File: src/rtl/axi_rd_arbiter.sv
// ============================================================================
// axi_rd_arbiter : two-requester round-robin arbiter onto one AXI read port,
//                  one outstanding burst, sticky protocol-error flag.
// Revision       : 1.0
// ============================================================================
`default_nettype none

module axi_rd_arbiter #(
  parameter logic [3:0] ID0 = 4'd0,
  parameter logic [3:0] ID1 = 4'd1
) (
  input  logic        clk,
  input  logic        rst_n,
  input  logic        m0_arvalid_i,
  input  logic [31:0] m0_araddr_i,
  output logic        m0_arready_o,
  input  logic        m0_rready_i,
  output logic        m0_rvalid_o,
  output logic [31:0] m0_rdata_o,
  output logic        m0_rlast_o,
  input  logic        m1_arvalid_i,
  input  logic [31:0] m1_araddr_i,
  output logic        m1_arready_o,
  input  logic        m1_rready_i,
  output logic        m1_rvalid_o,
  output logic [31:0] m1_rdata_o,
  output logic        m1_rlast_o,
  output logic        s_arvalid_o,
  output logic [31:0] s_araddr_o,
  output logic [3:0]  s_arid_o,
  input  logic        s_arready_i,
  input  logic        s_rvalid_i,
  input  logic [31:0] s_rdata_i,
  input  logic        s_rlast_i,
  input  logic [3:0]  s_rid_i,
  output logic        s_rready_o,
  output logic        err_o
);

  typedef enum logic [1:0] {
    S_IDLE = 2'd0,
    S_ADDR = 2'd1,
    S_DATA = 2'd2
  } state_t;

  state_t      state_q, state_d;
  logic        gnt_q, gnt_d;      // 1 = m1 owns the current burst
  logic        last_q, last_d;    // requester that completed the previous burst
  logic        arvalid_q, arvalid_d;
  logic [31:0] araddr_q, araddr_d;
  logic [3:0]  arid_q, arid_d;
  logic [2:0]  beat_q, beat_d;
  logic        err_q, err_d;
  logic        pick;
  logic        in_data;
  logic        beat;

  assign in_data    = (state_q == S_DATA);
  assign s_rready_o = in_data & (gnt_q ? m1_rready_i : m0_rready_i);
  assign beat       = s_rvalid_i & s_rready_o;

  always_ff @(posedge clk or negedge rst_n) begin
    if (!rst_n) begin
      state_q   <= S_IDLE;
      gnt_q     <= 1'b0;
      last_q    <= 1'b1;
      arvalid_q <= 1'b0;
      araddr_q  <= 32'd0;
      arid_q    <= 4'd0;
      beat_q    <= 3'd0;
      err_q     <= 1'b0;
    end else begin
      state_q   <= state_d;
      gnt_q     <= gnt_d;
      last_q    <= last_d;
      arvalid_q <= arvalid_d;
      araddr_q  <= araddr_d;
      arid_q    <= arid_d;
      beat_q    <= beat_d;
      err_q     <= err_d;
    end
  end

  always_comb begin
    state_d   = state_q;
    gnt_d     = gnt_q;
    last_d    = last_q;
    arvalid_d = arvalid_q;
    araddr_d  = araddr_q;
    arid_d    = arid_q;
    beat_d    = beat_q;
    err_d     = err_q;
    // On a tie the requester that did not finish the previous burst wins.
    pick      = (m0_arvalid_i && m1_arvalid_i) ? ~last_q : m1_arvalid_i;
    case (state_q)
      S_IDLE: begin
        if (m0_arvalid_i || m1_arvalid_i) begin
          gnt_d     = pick;
          araddr_d  = pick ? m1_araddr_i : m0_araddr_i;
          arid_d    = pick ? ID1 : ID0;
          arvalid_d = 1'b1;
          state_d   = S_ADDR;
        end
      end
      S_ADDR: begin
        if (s_arready_i) begin
          arvalid_d = 1'b0;
          beat_d    = 3'd0;
          state_d   = S_DATA;
        end
      end
      S_DATA: begin
        if (beat) begin
          beat_d = beat_q + 3'd1;
          // Errors are only flagged; the burst still ends solely on rlast.
          if ((s_rid_i != arid_q) || ((beat_q == 3'd7) && !s_rlast_i)) begin
            err_d = 1'b1;
          end
          if (s_rlast_i) begin
            last_d  = gnt_q;
            state_d = S_IDLE;
          end
        end
      end
      default: state_d = S_IDLE;
    endcase
  end

  assign s_arvalid_o  = arvalid_q;
  assign s_araddr_o   = araddr_q;
  assign s_arid_o     = arid_q;
  assign err_o        = err_q;

  assign m0_arready_o = arvalid_q & s_arready_i & ~gnt_q;
  assign m1_arready_o = arvalid_q & s_arready_i & gnt_q;

  assign m0_rvalid_o  = in_data & ~gnt_q & s_rvalid_i;
  assign m0_rlast_o   = in_data & ~gnt_q & s_rlast_i;
  assign m0_rdata_o   = (in_data & ~gnt_q) ? s_rdata_i : 32'd0;
  assign m1_rvalid_o  = in_data & gnt_q & s_rvalid_i;
  assign m1_rlast_o   = in_data & gnt_q & s_rlast_i;
  assign m1_rdata_o   = (in_data & gnt_q) ? s_rdata_i : 32'd0;

endmodule

`default_nettype wire

File: config.mk
export PLATFORM = sky130hd
export DESIGN_NAME = axi_rd_arbiter
export DESIGN_NICKNAME = d
export VERILOG_FILES = /design/src/rtl/axi_rd_arbiter.sv
export SDC_FILE = /design/constraint.sdc
export NUM_CORES = 1
export LEC_CHECK = 0
export CAP_MARGIN = 20
export CORE_MARGIN = 3
export CORE_UTILIZATION = 37
export DETAILED_ROUTE_END_ITERATION = 6
export PLACE_DENSITY = 0.85
export SYNTH_ARGS = -nofsm -noshare
export SYNTH_HDL_FRONTEND = slang
export SYNTH_SLANG_ARGS = --single-unit
export TNS_END_PERCENT = 30
File: constraint.sdc
create_clock -name clk -period 3.98 [get_ports clk]
set_input_delay 0.398 -clock clk [delete_from_list [all_inputs] [get_ports clk]]
set_output_delay 0.398 -clock clk [all_outputs]
set_load 0.005 [all_outputs]
==> flow_summary.ini <==
[route]
top_layer = met4
ant_nets = 0
wl_um = 8850
drtIter0Drc = 33
vias_per_cell = 4.61
wire_per_inst_um = 16.4
met3_length_um = 832
vias = 2481
detail_route.first_pass.iterations = 4
drcViolationCount = 0
wl_met2_um = 4980
drt-met1-wl_um = 2890

[placed_design]
io_buffers = 214
gp_congestion = 0.809
placedInstanceArea_um2 = 4950
hpwl_um = 7420
pre_cts_ws_ps = 1300

[finish]
n_fill_cell = 568
nets = 549
syn2layout_area_growth_pct = 79.6
layout-drive-gt1-share_pct = 18.7
final_cell_mix = 213 x clkdlybuf4s50_1, 68 x and2_1, 58 x mux2_4
final_common_cell = clkdlybuf4s50_1
diodes = 0
final_util_pct = 69.0
design_area_um2 = 5030

[clock_network]
h-tree-depth = 2
cts_inserted_buffers = 5
cts_setup_buffers = 0
cts-resized-gates = 0
cts_tree = built
cts-root-buf = clkbuf_8
clk_path_buf_depth = 2
worstSkewPairLatency_ps = 290
cts_num_sinks = 41
ctsHoldBuffers = 0
path_clk_slew_ps = 80

[global_routing]
grt_usage_pct = 19.5
grt_pass1_wl_um = 13000
antenna_found_initial = 0
grt_pass1_vias = 2531
overflow = 0
grt_start_max_net_pins = 42

[sta]
finalWorstSetupSlack_ps = 1490
hold_viol_final = 0
setup_viol = 0
fin_setup_tns_ps = 0
slew_headroom_pct = 37.2
period_share_pct = 62.6
holdWs_ps = 238
max_freq_mhz = 401
rsz0062_at_grt = false
min_period_ps = 2490
tightest_slew_ps = 941
final.setup_skew_ps = 5.57
final-max-slew-violation-count = 0

[critical_path]
startpoint = state_q[0]$_DFFE_PN0P_
setup.worst_path.class = reg -> out
cp_max_fo = 34
crit_buf_inv = 2
crit_family = buffers and inverters
critPathSlowestCell = clkdlybuf4s50_1
reg2reg_from = last_q$_DFFE_PN1P_
crit_path_start_kind = flop
worstSetupEndpointType = output port
critPathMaxStageDelay_ps = 530
arrival_ps = 2090
crit_chain = nand2b_1 > nor2_1 > buf_4 > and2_1 > clkdlybuf4s50_1
cp.required_ps = 3580

[yosys]
postSynthCellCount = 229
synthXorXnorAreaFrac_pct = 0.313
yosysUniqueCellTypes = 30
avgSynthCellArea_um2 = 12.2
synth_top_family_by_area = multiplexers
netlist_area_um2 = 2800
synth-simple-area-share_pct = 19.1
ys_seq_area_share_pct = 36.7
yosys_warnings = 0
muxShareOfSynthArea_pct = 35.3
ys_seq_elements = 41
synth_fa_ha_area_share_pct = 0.894
synth-compound-area-share_pct = 1.61

[power_and_ir_drop]
powerDensity_nw_per_um2 = 516
cellLeakagePower_nw = 2.16
ir_drop_uv = 315

[die]
rows = 31
core_um2 = 7290
die_area_um2 = 8650
ioPinCount = 218
dieWidth_um = 93.0
start_util_pct = 38.4
dieHeight_um = 93.0

[min_path]
hp-class = in -> async

[job]
maxCapViolations = 0

[status]
status = finished, final reports clean
==> synth_stat cells (all sizes together) <==
cell | n | area (µm²)
a21o | 1 | 7.51
nor3 | 2 | 21.3
and2 | 68 | 425
nand2b | 1 | 6.26
o21ai | 2 | 10.0
or2 | 1 | 6.26
nor3b | 2 | 20.0
dfrtp | 40 | 1000
nand3b | 1 | 7.51
ha | 2 | 25.0
buf | 11 | 124
mux2i | 4 | 40.0
xor2 | 1 | 8.76
mux2 | 65 | 950
o22a | 1 | 8.76
o32ai | 1 | 8.76
a21bo | 1 | 10.0
nor4 | 1 | 6.26
nor2 | 6 | 22.5
clkbuf | 7 | 27.5
dfstp | 1 | 26.3
inv | 4 | 15.0
nand2 | 5 | 18.8
conb | 1 | 3.75
==> final timing paths <==
path / to / slack (ps) / depth (start not counted)
worst max-delay path: m1_rdata_o[20] / 1490 / 5
worst min-delay path: s_araddr_o[2]$_DFFE_PN0P_ / 240 / 1
worst max register to register: s_araddr_o[1]$_DFFE_PN0P_ / 1690 / 4
worst min register to register: s_arvalid_o$_DFFE_PN0P_ / 510 / 1
max in group asynchronous: s_araddr_o[11]$_DFFE_PN0P_ / 3180 / 1
min in group clk: s_arvalid_o$_DFFE_PN0P_ / 510 / 1
==> registers in the layout, summed over array words and instances, names as in the netlist <==
| register | count |
|---|---|
| s_arvalid_o | 1 |
| gnt_q | 1 |
| beat_q | 3 |
| last_q | 1 |
| err_o | 1 |
| s_araddr_o | 32 |
| state_q | 2 |
==> power breakdown <==
| group | internal, W | switching (W) | total, W |
|---|---|---|---|
| clock network | 0.000121 | 0.000135 | 0.000257 |
| registers | 0.000631 | 0.000144 | 0.000775 |
| logic | 0.00107 | 0.000496 | 0.00156 |
==> cells by family after synthesis <==
logic type      count (synthesis)
compound gates                  6
xor+xnor                        1
fa+ha+maj                       2
buf+inv                        22
flops                          41
mux                            69
other cells                     1
simple gates                   87
==> stage by stage <==
stage                     instances  power (W)
final                           538    0.00260
after global routing            538    0.00275
after CTS                       538    0.00263
after detailed placement        530    0.00236
after global placement          530    0.00232
after floorplan                 231    0.00156
==> layer usage <==
layer	global-route usage (%)	vias to the layer above
met3	6.03	10
met2	39.1	131
met5	0	-
met1	18.9	1167
met4	5.01	0
li1	-	1173
==> cell type report <==
class / count / area, µm² / area share, %
Clock buffer: 6 / 72.6 / 1.44
Tap cell: 99 / 124 / 2.46
Clock inverter: 2 / 10.0 / 0.199
Sequential cell: 41 / 1030 / 20.4
Inverter: 4 / 15.0 / 0.299
Timing Repair Buffer: 218 / 2170 / 43.1
Multi-Input combinational cell: 168 / 1610 / 32.1
(Power assumes the default switching activity.)
